**config.mk**
```make
export PLATFORM = sky130hd
export DESIGN_NAME = mem_port_arbiter_flat
export DESIGN_NICKNAME = d
export VERILOG_FILES = /design/src/rtl/mem_port_arbiter_if.sv /design/src/rtl/mem_port_arbiter.sv /design/src/flat_wrapper.sv
export SDC_FILE = /design/constraint.sdc
export NUM_CORES = 1
export LEC_CHECK = 0
export BUFFER_PORTS_ARGS = -buffer_cell sky130_fd_sc_hd__clkbuf_2
export CAP_MARGIN = 30
export CORE_ASPECT_RATIO = 0.75
export CORE_UTILIZATION = 46
export DETAILED_ROUTE_END_ITERATION = 12
export GPL_TIMING_DRIVEN = 1
export HOLD_SLACK_MARGIN = 0.15
export PLACE_DENSITY_LB_ADDON = 0.2
export SKIP_CTS_REPAIR_TIMING = 1
export SYNTH_ARGS = -nofsm -noshare
export SYNTH_HDL_FRONTEND = slang
export SYNTH_SLANG_ARGS = --single-unit
```
**constraint.sdc**
```tcl
create_clock -name clk -period 1.8 [get_ports clk]
set_clock_uncertainty 0.1 [all_clocks]
set_input_delay 0.27 -clock clk [delete_from_list [all_inputs] [get_ports clk]]
set_output_delay 0.27 -clock clk [all_outputs]
set_load 0.01 [all_outputs]
```
**src/rtl/mem_port_arbiter_if.sv**
```systemverilog
// Bus bundle between the two requesters, the arbiter and the single-port main memory.
// The arbiter takes the slave view; requesters and the memory model take the master view.
interface mem_port_arbiter_if #(
    parameter int ADDR_W = 8,
    parameter int DATA_W = 32
);
    logic              req0;
    logic              we0;
    logic [ADDR_W-1:0] addr0;
    logic [DATA_W-1:0] wdata0;
    logic              ack0;
    logic [DATA_W-1:0] rdata0;
    logic              req1;
    logic              we1;
    logic [ADDR_W-1:0] addr1;
    logic [DATA_W-1:0] wdata1;
    logic              ack1;
    logic [DATA_W-1:0] rdata1;
    logic              gnt0;
    logic              gnt1;
    logic [ADDR_W-1:0] mem_addr;
    logic [DATA_W-1:0] mem_wdata;
    logic              mem_we;
    logic              mem_re;
    logic [DATA_W-1:0] mem_rdata;
    logic              busy;

    modport slave (
        input  req0, we0, addr0, wdata0, req1, we1, addr1, wdata1, mem_rdata,
        output ack0, rdata0, ack1, rdata1, gnt0, gnt1,
        output mem_addr, mem_wdata, mem_we, mem_re, busy
    );

    modport master (
        output req0, we0, addr0, wdata0, req1, we1, addr1, wdata1, mem_rdata,
        input  ack0, rdata0, ack1, rdata1, gnt0, gnt1,
        input  mem_addr, mem_wdata, mem_we, mem_re, busy
    );
endinterface

```
**src/rtl/mem_port_arbiter.sv**
```systemverilog
// Round-robin arbiter sharing a single-port memory (1-cycle registered read) between
// the CPU (port 0) and the loader (port 1); each access runs IDLE -> ISSUE -> RESP.
module mem_port_arbiter #(
    parameter int ADDR_W = 8,
    parameter int DATA_W = 32
) (
    input logic              clk,
    input logic              n_reset,
    mem_port_arbiter_if.slave bus
);

    typedef enum logic [1:0] {
        IDLE  = 2'd0,
        ISSUE = 2'd1,
        RESP  = 2'd2
    } state_t;

    state_t            state;
    state_t            nextState;
    logic              win;
    logic              winner;
    logic              lastGrant;
    logic              curPort;
    logic              curWe;
    logic [ADDR_W-1:0] curAddr;
    logic [DATA_W-1:0] curWdata;
    logic [DATA_W-1:0] rdata0Q;
    logic [DATA_W-1:0] rdata1Q;

    always_ff @(posedge clk or negedge n_reset) begin
        if (!n_reset) begin
            state <= IDLE;
        end else begin
            state <= nextState;
        end
    end

    // On a tie the port that did not win last time goes first.
    always_comb begin
        nextState = state;
        win       = 1'b0;
        winner    = 1'b0;
        case (state)
            IDLE: begin
                if (bus.req0 || bus.req1) begin
                    win       = 1'b1;
                    winner    = (bus.req0 && bus.req1) ? ~lastGrant : bus.req1;
                    nextState = ISSUE;
                end
            end
            ISSUE:   nextState = RESP;
            RESP:    nextState = IDLE;
            default: nextState = IDLE;
        endcase
    end

    always_ff @(posedge clk or negedge n_reset) begin
        if (!n_reset) begin
            lastGrant <= 1'b1;
            curPort   <= 1'b0;
            curWe     <= 1'b0;
            curAddr   <= '0;
            curWdata  <= '0;
            rdata0Q   <= '0;
            rdata1Q   <= '0;
        end else begin
            if (win) begin
                lastGrant <= winner;
                curPort   <= winner;
                curWe     <= winner ? bus.we1    : bus.we0;
                curAddr   <= winner ? bus.addr1  : bus.addr0;
                curWdata  <= winner ? bus.wdata1 : bus.wdata0;
            end
            if (state == RESP && !curWe) begin
                if (curPort) begin
                    rdata1Q <= bus.mem_rdata;
                end else begin
                    rdata0Q <= bus.mem_rdata;
                end
            end
        end
    end

    // Read data is forwarded from the memory during RESP so it is valid alongside ack.
    always_comb begin
        bus.busy      = (state != IDLE);
        bus.gnt0      = (state != IDLE) && !curPort;
        bus.gnt1      = (state != IDLE) &&  curPort;
        bus.ack0      = (state == RESP) && !curPort;
        bus.ack1      = (state == RESP) &&  curPort;
        bus.mem_we    = (state == ISSUE) &&  curWe;
        bus.mem_re    = (state == ISSUE) && !curWe;
        bus.mem_addr  = curAddr;
        bus.mem_wdata = curWdata;
        bus.rdata0    = rdata0Q;
        bus.rdata1    = rdata1Q;
        if (state == RESP && !curWe) begin
            if (curPort) begin
                bus.rdata1 = bus.mem_rdata;
            end else begin
                bus.rdata0 = bus.mem_rdata;
            end
        end
    end

endmodule

```
**src/flat_wrapper.sv**
```systemverilog
// flat-port wrapper written by rule: the top's interface ports become plain ports
module mem_port_arbiter_flat 
#(
    parameter int ADDR_W = 8,
    parameter int DATA_W = 32
)
  (clk, n_reset, bus_req0, bus_we0, bus_addr0, bus_wdata0, bus_req1, bus_we1, bus_addr1, bus_wdata1, bus_mem_rdata, bus_ack0, bus_rdata0, bus_ack1, bus_rdata1, bus_gnt0, bus_gnt1, bus_mem_addr, bus_mem_wdata, bus_mem_we, bus_mem_re, bus_busy);
  mem_port_arbiter_if #(.ADDR_W(ADDR_W), .DATA_W(DATA_W)) bus_i ();
  input logic clk;
  input logic n_reset;
  input wire logic [$bits(bus_i.req0)-1:0] bus_req0;
  input wire logic [$bits(bus_i.we0)-1:0] bus_we0;
  input wire logic [$bits(bus_i.addr0)-1:0] bus_addr0;
  input wire logic [$bits(bus_i.wdata0)-1:0] bus_wdata0;
  input wire logic [$bits(bus_i.req1)-1:0] bus_req1;
  input wire logic [$bits(bus_i.we1)-1:0] bus_we1;
  input wire logic [$bits(bus_i.addr1)-1:0] bus_addr1;
  input wire logic [$bits(bus_i.wdata1)-1:0] bus_wdata1;
  input wire logic [$bits(bus_i.mem_rdata)-1:0] bus_mem_rdata;
  output wire logic [$bits(bus_i.ack0)-1:0] bus_ack0;
  output wire logic [$bits(bus_i.rdata0)-1:0] bus_rdata0;
  output wire logic [$bits(bus_i.ack1)-1:0] bus_ack1;
  output wire logic [$bits(bus_i.rdata1)-1:0] bus_rdata1;
  output wire logic [$bits(bus_i.gnt0)-1:0] bus_gnt0;
  output wire logic [$bits(bus_i.gnt1)-1:0] bus_gnt1;
  output wire logic [$bits(bus_i.mem_addr)-1:0] bus_mem_addr;
  output wire logic [$bits(bus_i.mem_wdata)-1:0] bus_mem_wdata;
  output wire logic [$bits(bus_i.mem_we)-1:0] bus_mem_we;
  output wire logic [$bits(bus_i.mem_re)-1:0] bus_mem_re;
  output wire logic [$bits(bus_i.busy)-1:0] bus_busy;
  assign bus_i.req0 = bus_req0;
  assign bus_i.we0 = bus_we0;
  assign bus_i.addr0 = bus_addr0;
  assign bus_i.wdata0 = bus_wdata0;
  assign bus_i.req1 = bus_req1;
  assign bus_i.we1 = bus_we1;
  assign bus_i.addr1 = bus_addr1;
  assign bus_i.wdata1 = bus_wdata1;
  assign bus_i.mem_rdata = bus_mem_rdata;
  assign bus_ack0 = bus_i.ack0;
  assign bus_rdata0 = bus_i.rdata0;
  assign bus_ack1 = bus_i.ack1;
  assign bus_rdata1 = bus_i.rdata1;
  assign bus_gnt0 = bus_i.gnt0;
  assign bus_gnt1 = bus_i.gnt1;
  assign bus_mem_addr = bus_i.mem_addr;
  assign bus_mem_wdata = bus_i.mem_wdata;
  assign bus_mem_we = bus_i.mem_we;
  assign bus_mem_re = bus_i.mem_re;
  assign bus_busy = bus_i.busy;
  mem_port_arbiter #(.ADDR_W(ADDR_W), .DATA_W(DATA_W)) u_core (.clk(clk), .n_reset(n_reset), .bus(bus_i));
endmodule
```
# == Word-level counts from Yosys, hierarchy flattened ==
# Cells that the tools add are included.
# word_totals
regBits,109
wordCells,39
out_inout_bits,111
input_bits,118
# op_classes
n_mux,14
eq_ne,3
n_reduce_logical,13
n_bitwise,1
# op_table
op,count
two-way mux 32 bit,5
logical AND 1 bit,8
two-way mux 8 bit,1
two-way mux 1 bit,6
one-hot mux 2 bit (2 select lines),1
equality test 2 x 1 -> 1 bit (second input constant),1
equality test 2 bit (second input constant),1
logical NOT 1 bit,2
logical NOT 2 bit,1
two-way mux 2 bit,1
!= test 2 x 1 -> 1 bit (second input constant),1
nonzero test 2 bit,1
logical OR 1 bit,1
NOT 1 bit,1

# == Logic depth before layout (Yosys ltp) ==
# Gate-level depths: netlist (run 1).
# depth
depth_word,5
depth_mapped,5
ltp_nobuf,3

# == Worst setup path before layout (run 1) ==
# OpenSTA, ideal clock, no wires.
# synth_path
path_kind,reg2out
startpoint,reg u_core.curPort
endpoint,out bus_rdata0[10]
n_path_buf,2
t_arrival_ps,1463
path_slack_ps,-33
required_ps,1430
path_stages_with_launch,6
path_cell_list,dfrtp_1 nor3b_2 nor2b_1 buf_4 buf_6 mux2_1
# synth_via
elab_chain_cells,2
# synth_rtl
element,line,text
from (decl),mem_port_arbiter.sv:23,logic curPort;
from (signal assigned),mem_port_arbiter.sv:69,curPort <= winner;
two-way mux 32 bit,-,
two-way mux 32 bit,mem_port_arbiter.sv:97,if (state == RESP && !curWe) begin
to (decl),flat_wrapper.sv:21,output wire logic [$bits(bus_i.rdata0)-1:0] bus_rdata0;
# No other way between the ends.

# == Final worst setup path (run 1) ==
# layout_path
startpoint,reg u_core.state[0]
endpoint,out bus_rdata1[16]
# layout_via
elab_chain_cells,3
# layout_rtl
element,line,text
from (decl),mem_port_arbiter.sv:18,state_t state;
from (signal assigned),mem_port_arbiter.sv:34,state <= nextState;
equality test 2 bit,mem_port_arbiter.sv:97,
logical AND 1 bit,mem_port_arbiter.sv:97,
two-way mux 32 bit,mem_port_arbiter.sv:97,
to (decl),flat_wrapper.sv:23,output wire logic [$bits(bus_i.rdata1)-1:0] bus_rdata1;
# No other way between the ends.

==> results of run 1 <==
flip-flops by register name (all words and copies together), names as in the netlist:
signal,count
u_core.state,2
u_core.rdata0Q,32
u_core.bus.mem_addr,8
u_core.rdata1Q,32
u_core.bus.mem_wdata,32
u_core.curPort,1
u_core.curWe,1
u_core.lastGrant,1
area by class of cell:
class	count	share of cell area, %
Tap cell	132	2.06
Timing Repair Buffer	361	36.5
Antenna cell	1	0.0312
Clock buffer	13	3.12
Multi-Input combinational cell	164	23.9
Clock inverter	3	0.266
Sequential cell	109	34.1
Inverter	2	0.0937
cell families (layout without fill, tap and decap cells):
group / count (synthesis) / count (layout) / synth area share (%)
other: 0 / 1 / 0
buffers and inverters: 33 / 379 / 4.67
muxes: 64 / 64 / 17.7
and+or+nand+nor: 55 / 55 / 9.55
AOI/OAI and AO/OA: 45 / 45 / 10.3
DFF: 109 / 109 / 57.8
how the worst max path moves through the flow:
stage | startpoint | to | slack, ps | cells past startpoint
after floorplan | u_core.state[0] | bus_rdata0[0] | -20 | 5
after global placement | u_core.state[0] | bus_rdata1[5] | -70 | 5
after detailed placement | u_core.state[0] | bus_rdata1[21] | -110 | 5
after CTS | u_core.state[0] | bus_rdata0[5] | -500 | 5
after global routing | u_core.curPort | bus_rdata0[3] | -580 | 6
final | u_core.state[0] | bus_rdata1[16] | -520 | 6
synth_stat cells (2+ instances only):
master | number | area (µm²)
nand4b_1 | 41 | 359
buf_6 | 4 | 45.0
buf_12 | 3 | 60.1
mux2_4 | 30 | 450
mux2_2 | 30 | 338
mux2_1 | 4 | 45.0
nand3_1 | 2 | 10.0
nor2b_1 | 3 | 18.8
nor2_1 | 3 | 11.3
clkbuf_1 | 12 | 45.0
dfrtp_1 | 108 | 2700
o221a_2 | 41 | 462
buf_2 | 11 | 55.1
inv_1 | 2 | 7.51
stage by stage:
stage | instances | setup WS [ps] | hold slack (ps) | instance area, µm² | setup TNS (ps)
3_3_place_gp | 656 | -71.7 | 289 | 6040 | -2610
6_report | 785 | -519 | 177 | 8010 | -30970
4_1_cts | 672 | -496 | -75.9 | 6310 | -30430
3_5_place_dp | 656 | -108 | 288 | 6040 | -5450
2_1_floorplan | 306 | -21.4 | -126 | 4720 | -642
5_1_grt | 784 | -581 | 171 | 8010 | -35960
power by group through the flow:
stage	Sequential (mW)	Combinational [mW]	Clock [mW]
2_1_floorplan	4.27	3.16	0
3_3_place_gp	4.14	5.32	0
3_5_place_dp	4.18	5.45	0
4_1_cts	4.16	5.45	1.89
5_1_grt	4.32	8.44	1.99
6_report	4.24	8.04	1.86
per-layer routing:
layer,global-route usage (%),up-vias,routed length [µm]
met5,0,-,0
met4,7.07,0,347
met3,6.03,25,943
met2,38.0,183,8320
met1,29.6,2085,6700
li1,-,1861,-
worst max-delay path: stages (launching register included):
cell and delay, ps:
dfrtp_1 400, and3b_1 250, nor2b_4 200, buf_12 150
clkbuf_16 160, mux2_4 320, buf_6 120
cell usage in the layout (no fill, tap or decap), types with 3 or more instances in the layout:
cell	synthesis	routed
buf_12	3	7
buf_4	1	43
buf_6	4	67
buf_8	0	5
clkbuf_1	12	3
clkbuf_16	0	14
clkbuf_2	0	166
dfrtp_1	108	108
dlygate4sd3_1	0	67
mux2_4	30	62
nand4b_1	41	41
nor2b_4	1	3
o221a_2	41	41
==> impl_metrics.yaml, run 1 <==
layout:
  synthToLayoutAreaGrowth_pct: 69.8
  fillCellCount: 524
  post-route-util_pct: 81.6
  post_route_cells_drive_above_1_share_pct: 64.1
  multi_input_gate_area_um2: 1910
  net_count_of_the_finished_layout: 765
  layout.area.seq_um2: 2730
detailed_routing:
  drcViolationCount: 0
  detail_route.first_pass.iterations: 4
  post_drt_wl_per_cell_um: 20.8
  detail_route.vias_per_cell: 5.29
  detail-route-antenna-nets: 0
  wirelength_mm: 16.3
  num_vias: 4154
  first_iter_violations: 174
job:
  number_of_max_capacitance_violations_reported: 0
sta:
  timing.final.hold_violations: 0
  rsz0062_at_grt: "true"
  relSlewSlack_pct: 60.7
  finalMaxSlewViolations: 0
  post-route-period-util_pct: 129
  finalCriticalPeriod_ps: 2320
  report.final.setup_viol: 79
  setup_slack_ps: -519
  worst_tran_pin_value_ps: 590
  clock.fmax_mhz: 431
clock_network:
  worstSkewPairLatency_ps: 330
  tritoncts.num_buffers: 9
  cts_max_level: 3
  clock_path_buffers: 2
  tritoncts: "done"
  clock-sinks: 109
  cts.reportedPaths.clkPinSlew_ps: 70
  cts.root.buffer_cell: "clkbuf_16"
global_route:
  grt_max_degree: 110
  grt_use_total_pct: 23.0
  first_global_vias: 3568
  antenna_found_initial: 0
  globalRoute.totalOverflow: 0
  grt_pass1_wl_mm: 19.1
synthesis:
  syn_avg_cell_area_um2: 15.4
  distinct_cell_type_count_of_the_synthesized_netlist: 26
  async_flop_share_pct: 100
  postSynthCellCount: 306
  mappedNetlistNets: 424
  postSynthRegisterBits: 109
  portion_of_the_post_synthesis_area_used_by_sequential_elements_pct: 57.8
  synth-warning-count: 0
  synth-edff-count: 0
  synthesis.area_um2: 4720
  synth_top_flop_cell: "dfrtp_1"
setup_path:
  cp.arrival_ps: 1950
  setup.worst_path.class: "reg2out"
  critical_path_required_ps: 1430
  critPathCaptureType: "output port"
  r2r_end: "u_core.rdata1Q[29]"
  reg2reg_setup_slack_ps: -50
  timing.rr.start: "u_core.state[0]"
  r2r_cells: 6
  worstPathMaxFanout: 6
  critPathLaunchType: "flip-flop"
hold_path:
  hp-start: "bus_req1"
  timing.hold.worst_path_depth: 3
  hold_end: "u_core.lastGrant"
  hold_path_class: "in2reg"
outcome:
  violations: "setup timing"
  status: "finished, violations left"
pwr:
  combinationalPowerShare_pct: 56.9
  seq_power_share_pct: 30.0
  power_switching_mw: 4.83
  netSwitchingFraction_pct: 34.1
  leakage_nw: 3.81
  power_report.internal_total_mw: 9.32
  power_frac_clock_pct: 13.2
  power.ir.vdd_worst_mv: 0.824
  design_power_total_mw: 14.1
  pd_cells_nw_per_um2: 1770
placement:
  globalplace.congestion: 0.772
  hpwlAfterDp_mm: 8.67
  io_buffer_count: 228
die:
  design.portCount: 229
  initial_utilization_pct: 48.1
  floorplan.die.width_um: 119
  std_cell_rows: 31
  floorplan.die.height_um: 89.7
  fp.coreArea_um2: 9810
  die_area_um2: 10700
(Power assumes the default switching activity.)
==> run 2, diff against run 1 <==
Settings changed: CORE_MARGIN set to 2.
==> run 2 against run 1 <==
  * Worst hold slack improved by 7.9 ps
  * Global-route usage decreased by 0.89 points
  * Critical path type unchanged
  * The flow still finishes with violations (setup timing)
  * Sequential share of layout area rose by 3.2 points
  * Fmax increased by 3.0%
  * Design area down 8.6%
  * Critical path depth did not move
  * Cell count is 3.2% lower
  * Count of clock-buffer cells in the layout decreased by 2
==> impl_metrics.yaml, run 2 (synthesis gave the netlist of run 1 again) <==
outcome:
  status: "finished, violations left"
  violations: "setup timing"
placement:
  globalplace.congestion: 0.743
  io_buffer_count: 228
  hpwlAfterDp_mm: 9.15
  placement.setup.worst_slack_ps: -124
  placed_cells_incl_taps: 655
detailed_routing:
  post_drt_wl_per_cell_um: 18.1
  first_iter_violations: 193
  detail-route-antenna-nets: 0
  wirelength_mm: 13.8
  drcViolationCount: 0
  num_vias: 3947
  detail_route.vias_per_cell: 5.19
  detail_route.first_pass.iterations: 4
pwr:
  power.ir.vdd_worst_mv: 0.730
  netSwitchingFraction_pct: 35.2
  seq_power_share_pct: 34.5
  power_report.internal_total_mw: 7.87
  combinationalPowerShare_pct: 50.1
  power_frac_clock_pct: 15.4
  pd_cells_nw_per_um2: 1660
  leakage_nw: 3.48
  power_switching_mw: 4.28
  design_power_total_mw: 12.1
setup_path:
  critical_path_required_ps: 1430
  critPathLaunchType: "flip-flop"
  setup.worst_path.class: "reg2out"
  critPathCaptureType: "output port"
  worstPathMaxFanout: 6
  cp.arrival_ps: 1880
global_route:
  grt_pass1_wl_mm: 19.0
  antenna_found_initial: 0
  globalRoute.totalOverflow: 0
  grt_use_total_pct: 22.1
  grt_max_degree: 55
  first_global_vias: 3615
sta:
  worst_tran_pin_value_ps: 379
  rsz0062_at_grt: "true"
  setup_slack_ps: -451
  relSlewSlack_pct: 74.8
  finalMaxSlewViolations: 0
  report.final.setup_viol: 64
  clock.fmax_mhz: 444
  post-route-period-util_pct: 125
  finalCriticalPeriod_ps: 2250
  timing.final.hold_violations: 0
layout:
  layout_common_cells: "clkbuf_2 (213), dfrtp_1 (108), dlygate4sd3_1 (75)"
  finish.cell_count_without_fillers: 760
  mostFrequentLayoutCell: "clkbuf_2"
  net_count_of_the_finished_layout: 741
  synthToLayoutAreaGrowth_pct: 55.2
  antenna_cells_inserted: 0
  post_route_cells_drive_above_1_share_pct: 61.6
  fillCellCount: 662
job:
  number_of_max_capacitance_violations_reported: 0
die:
  fp.coreArea_um2: 9810
  std_cell_rows: 31
  die_area_um2: 11100
  initial_utilization_pct: 48.1
  floorplan.die.height_um: 91.7
  floorplan.die.width_um: 121
  design.portCount: 229
clock_network:
  cts_max_level: 3
  cts.reportedPaths.clkPinSlew_ps: 80
  clock-sinks: 109
  worstSkewPairLatency_ps: 330
  tritoncts: "done"
  cts.root.buffer_cell: "clkbuf_16"
  tritoncts.num_buffers: 9
  clock_path_buffers: 2
hold_path:
  hold_path_class: "in2reg"
## run 2: per-layer routing
metal / wire length (µm) / GRT usage [%] / part of all wire, % / up-vias
li1: - / - / - / 1813
met1: 5460 / 28.9 / 40 / 1926
met5: 0 / 0 / 0 / -
met2: 7160 / 37.0 / 52 / 188
met3: 914 / 4.98 / 6.6 / 20
met4: 246 / 6.30 / 1.8 / 0
## run 2: through the flow
step                      cell area, µm²  setup TNS (ps)  util [%]  hold slack, ps
final                               7320          -27220      74.6             185
after global routing                7320          -32750      74.6             179
after CTS                           6330          -29290      64.5            -243
after detailed placement            6040           -5730      61.6             117
after global placement              6040           -4030      61.6             117
after floorplan                     4720            -642         -            -126
## run 2: cell type report
class	count	area, µm²	area share [%]
repair buffers	337	2340	32.0
clock inverters	5	43.8	0.598
clock buffers	11	243	3.32
multi-input cells	164	1790	24.5
inverters	2	7.51	0.103
well taps	132	165	2.26
flip-flops and latches	109	2730	37.3
## run 2: worst max-delay path: stages, from the launching register on
cell       delay [ps]
dfrtp_1           400
and3b_1           230
nor2b_4           200
buf_12            130
clkbuf_16         150
mux2_4            310
buf_6             120
## run 2: worst paths after layout
kind,from,to,slack (ps),depth (start not counted)
worst max register to register,u_core.state[0],u_core.rdata1Q[28],30,6
min in group asynchronous,n_reset,u_core.rdata0Q[2],310,2
worst max-delay path,u_core.state[0],bus_rdata1[30],-450,6
max in group asynchronous,n_reset,u_core.rdata1Q[17],690,3
worst min register to register,u_core.rdata1Q[14],u_core.rdata1Q[14],400,1
worst min-delay path,bus_wdata1[12],u_core.bus.mem_wdata[12],180,3
## run 2: power groups by stage
stage	clock network (mW)	logic, mW	registers (mW)
floorplan	0	3.16	4.27
global placement	0	5.31	4.16
detailed placement	0	5.47	4.19
CTS	1.92	5.45	4.17
global route	2.05	6.51	4.31
finish	1.87	6.09	4.19
==> run 3, diff against run 2 <==
Settings changed: CORE_UTILIZATION 46 to 42, SETUP_SLACK_MARGIN set to 0.2.
==> run 3 against run 2 <==
  * Worst setup slack worse by 21 ps
  * Utilization shrank 4.6 points
  * Critical path depth decreased by 1
  * Critical path type unchanged
  * Design area increased by 4.6%
  * Fmax down 0.93%
  * Sequential cell count is the same
  * The run still ends with setup timing left
  * Worst hold slack got worse by 93 ps
  * Highest routed layer unchanged
==> impl_metrics.yaml, run 3 (synthesis gave the netlist of run 1 again) <==
sta:
  rsz0062_at_grt: "true"
  finalMaxSlewViolations: 0
  report.final.setup_viol: 64
  relSlewSlack_pct: 59.4
  clock.fmax_mhz: 440
  worst_tran_pin_value_ps: 609
  finalCriticalPeriod_ps: 2270
  timing.final.hold_violations: 0
  post-route-period-util_pct: 126
  whs_ps: 91.4
  setup_slack_ps: -472
  finalSetupTns_ps: -27770
setup_path:
  critical_path_required_ps: 1430
  worstPathMaxFanout: 23
  cp.arrival_ps: 1900
  critPathLaunchType: "flip-flop"
  setup.worst_path.class: "reg2out"
  critical_path.cell_chain: "nor3b_2 -> nor2b_4 -> buf_12 -> mux2_2 -> clkbuf_2"
  cpLargestDelayFamily: "simple AND/OR/NAND/NOR gates"
  crit_buf_inv: 2
  critPathCaptureType: "output port"
  crit_path_max_cell_delay_ps: 400
  crit_slowest_cell: "dfrtp_1"
detailed_routing:
  detail_route.vias_per_cell: 5.21
  post_drt_wl_per_cell_um: 19.2
  wirelength_mm: 14.6
  num_vias: 3941
  first_iter_violations: 130
  detail-route-antenna-nets: 0
  drcViolationCount: 0
  detail_route.first_pass.iterations: 4
clock_network:
  cts_max_level: 3
  tritoncts: "done"
  cts.root.buffer_cell: "clkbuf_16"
  tritoncts.num_buffers: 9
  clock_path_buffers: 2
  clock-sinks: 109
  worstSkewPairLatency_ps: 340
  cts.reportedPaths.clkPinSlew_ps: 70
placement:
  post_dp_cell_area_um2: 6210
  placement.setup.worst_slack_ps: -96.0
  hpwlAfterDp_mm: 8.67
  globalplace.congestion: 0.736
  placed_cells_incl_taps: 666
  io_buffer_count: 228
die:
  std_cell_rows: 33
  fp.coreArea_um2: 10900
  initial_utilization_pct: 43.1
  floorplan.die.width_um: 126
  die_area_um2: 12100
  floorplan.die.height_um: 95.8
  design.portCount: 229
pwr:
  power.ir.vdd_worst_mv: 0.824
  leakage_nw: 3.66
  pd_cells_nw_per_um2: 1770
layout:
  synthToLayoutAreaGrowth_pct: 62.3
  stdcell_area_um2: 7660
  layout_common_cells: "clkbuf_2 (202), dfrtp_1 (108), mux2_4 (62)"
  post_route_cells_drive_above_1_share_pct: 66.6
  net_count_of_the_finished_layout: 731
  antenna_cells_inserted: 0
  finish.cell_count_without_fillers: 757
  mostFrequentLayoutCell: "clkbuf_2"
global_route:
  antenna_found_initial: 0
  first_global_vias: 3532
  globalRoute.totalOverflow: 0
  grt_use_total_pct: 19.7
  grt_pass1_wl_mm: 18.6
  grt_max_degree: 110
hold_path:
  hold_path_class: "in2reg"
outcome:
  status: "finished, violations left"
  violations: "setup timing"
job:
  number_of_max_capacitance_violations_reported: 0
-- run 3: power breakdown --
part	internal (mW)	switching [mW]	total, mW	leakage (nW)
Sequential	3.65	0.593	4.24	1.28
Clock	0.974	0.856	1.83	0.129
Combinational	4.28	3.19	7.48	2.25
Total	8.91	4.64	13.5	3.66
-- run 3: final timing paths --
check / start / endpoint / slack [ps] / cells past startpoint
hold / removal: bus_mem_rdata[16] / u_core.rdata0Q[16] / 90 / 2
max in group asynchronous: n_reset / u_core.bus.mem_addr[4] / 680 / 3
min in group asynchronous: n_reset / u_core.rdata1Q[12] / 420 / 3
setup reg to reg: u_core.state[0] / u_core.bus.mem_wdata[24] / 40 / 7
setup / recovery: u_core.state[0] / bus_rdata0[31] / -470 / 5
hold reg to reg: u_core.rdata0Q[26] / u_core.rdata0Q[26] / 400 / 1
-- run 3: through the flow --
step | utilization [%] | power, mW
2_1_floorplan | - | 7.70
3_3_place_gp | 56.7 | 9.92
3_5_place_dp | 56.7 | 10.0
4_1_cts | 59.2 | 11.9
5_1_grt | 70.0 | 14.3
6_report | 70.0 | 13.5
-- run 3: layout make-up --
cell class / count / area [µm²]
well taps: 140 / 175
inverters: 2 / 7.51
clock inverters: 3 / 21.3
repair buffers: 327 / 2410
flip-flops and latches: 109 / 2730
multi-input cells: 164 / 2070
clock buffers: 12 / 246
fillers: 772 / 3290
-- run 3: routing by layer --
metal / up-vias / part of all wire, % / wire [µm] / track usage [%]
li1: 1792 / - / - / -
met1: 1964 / 43 / 6310 / 26.7
met2: 168 / 49 / 7150 / 31.8
met3: 17 / 6.0 / 874 / 5.73
met4: 0 / 1.5 / 215 / 4.40
met5: - / 0 / 0 / 0
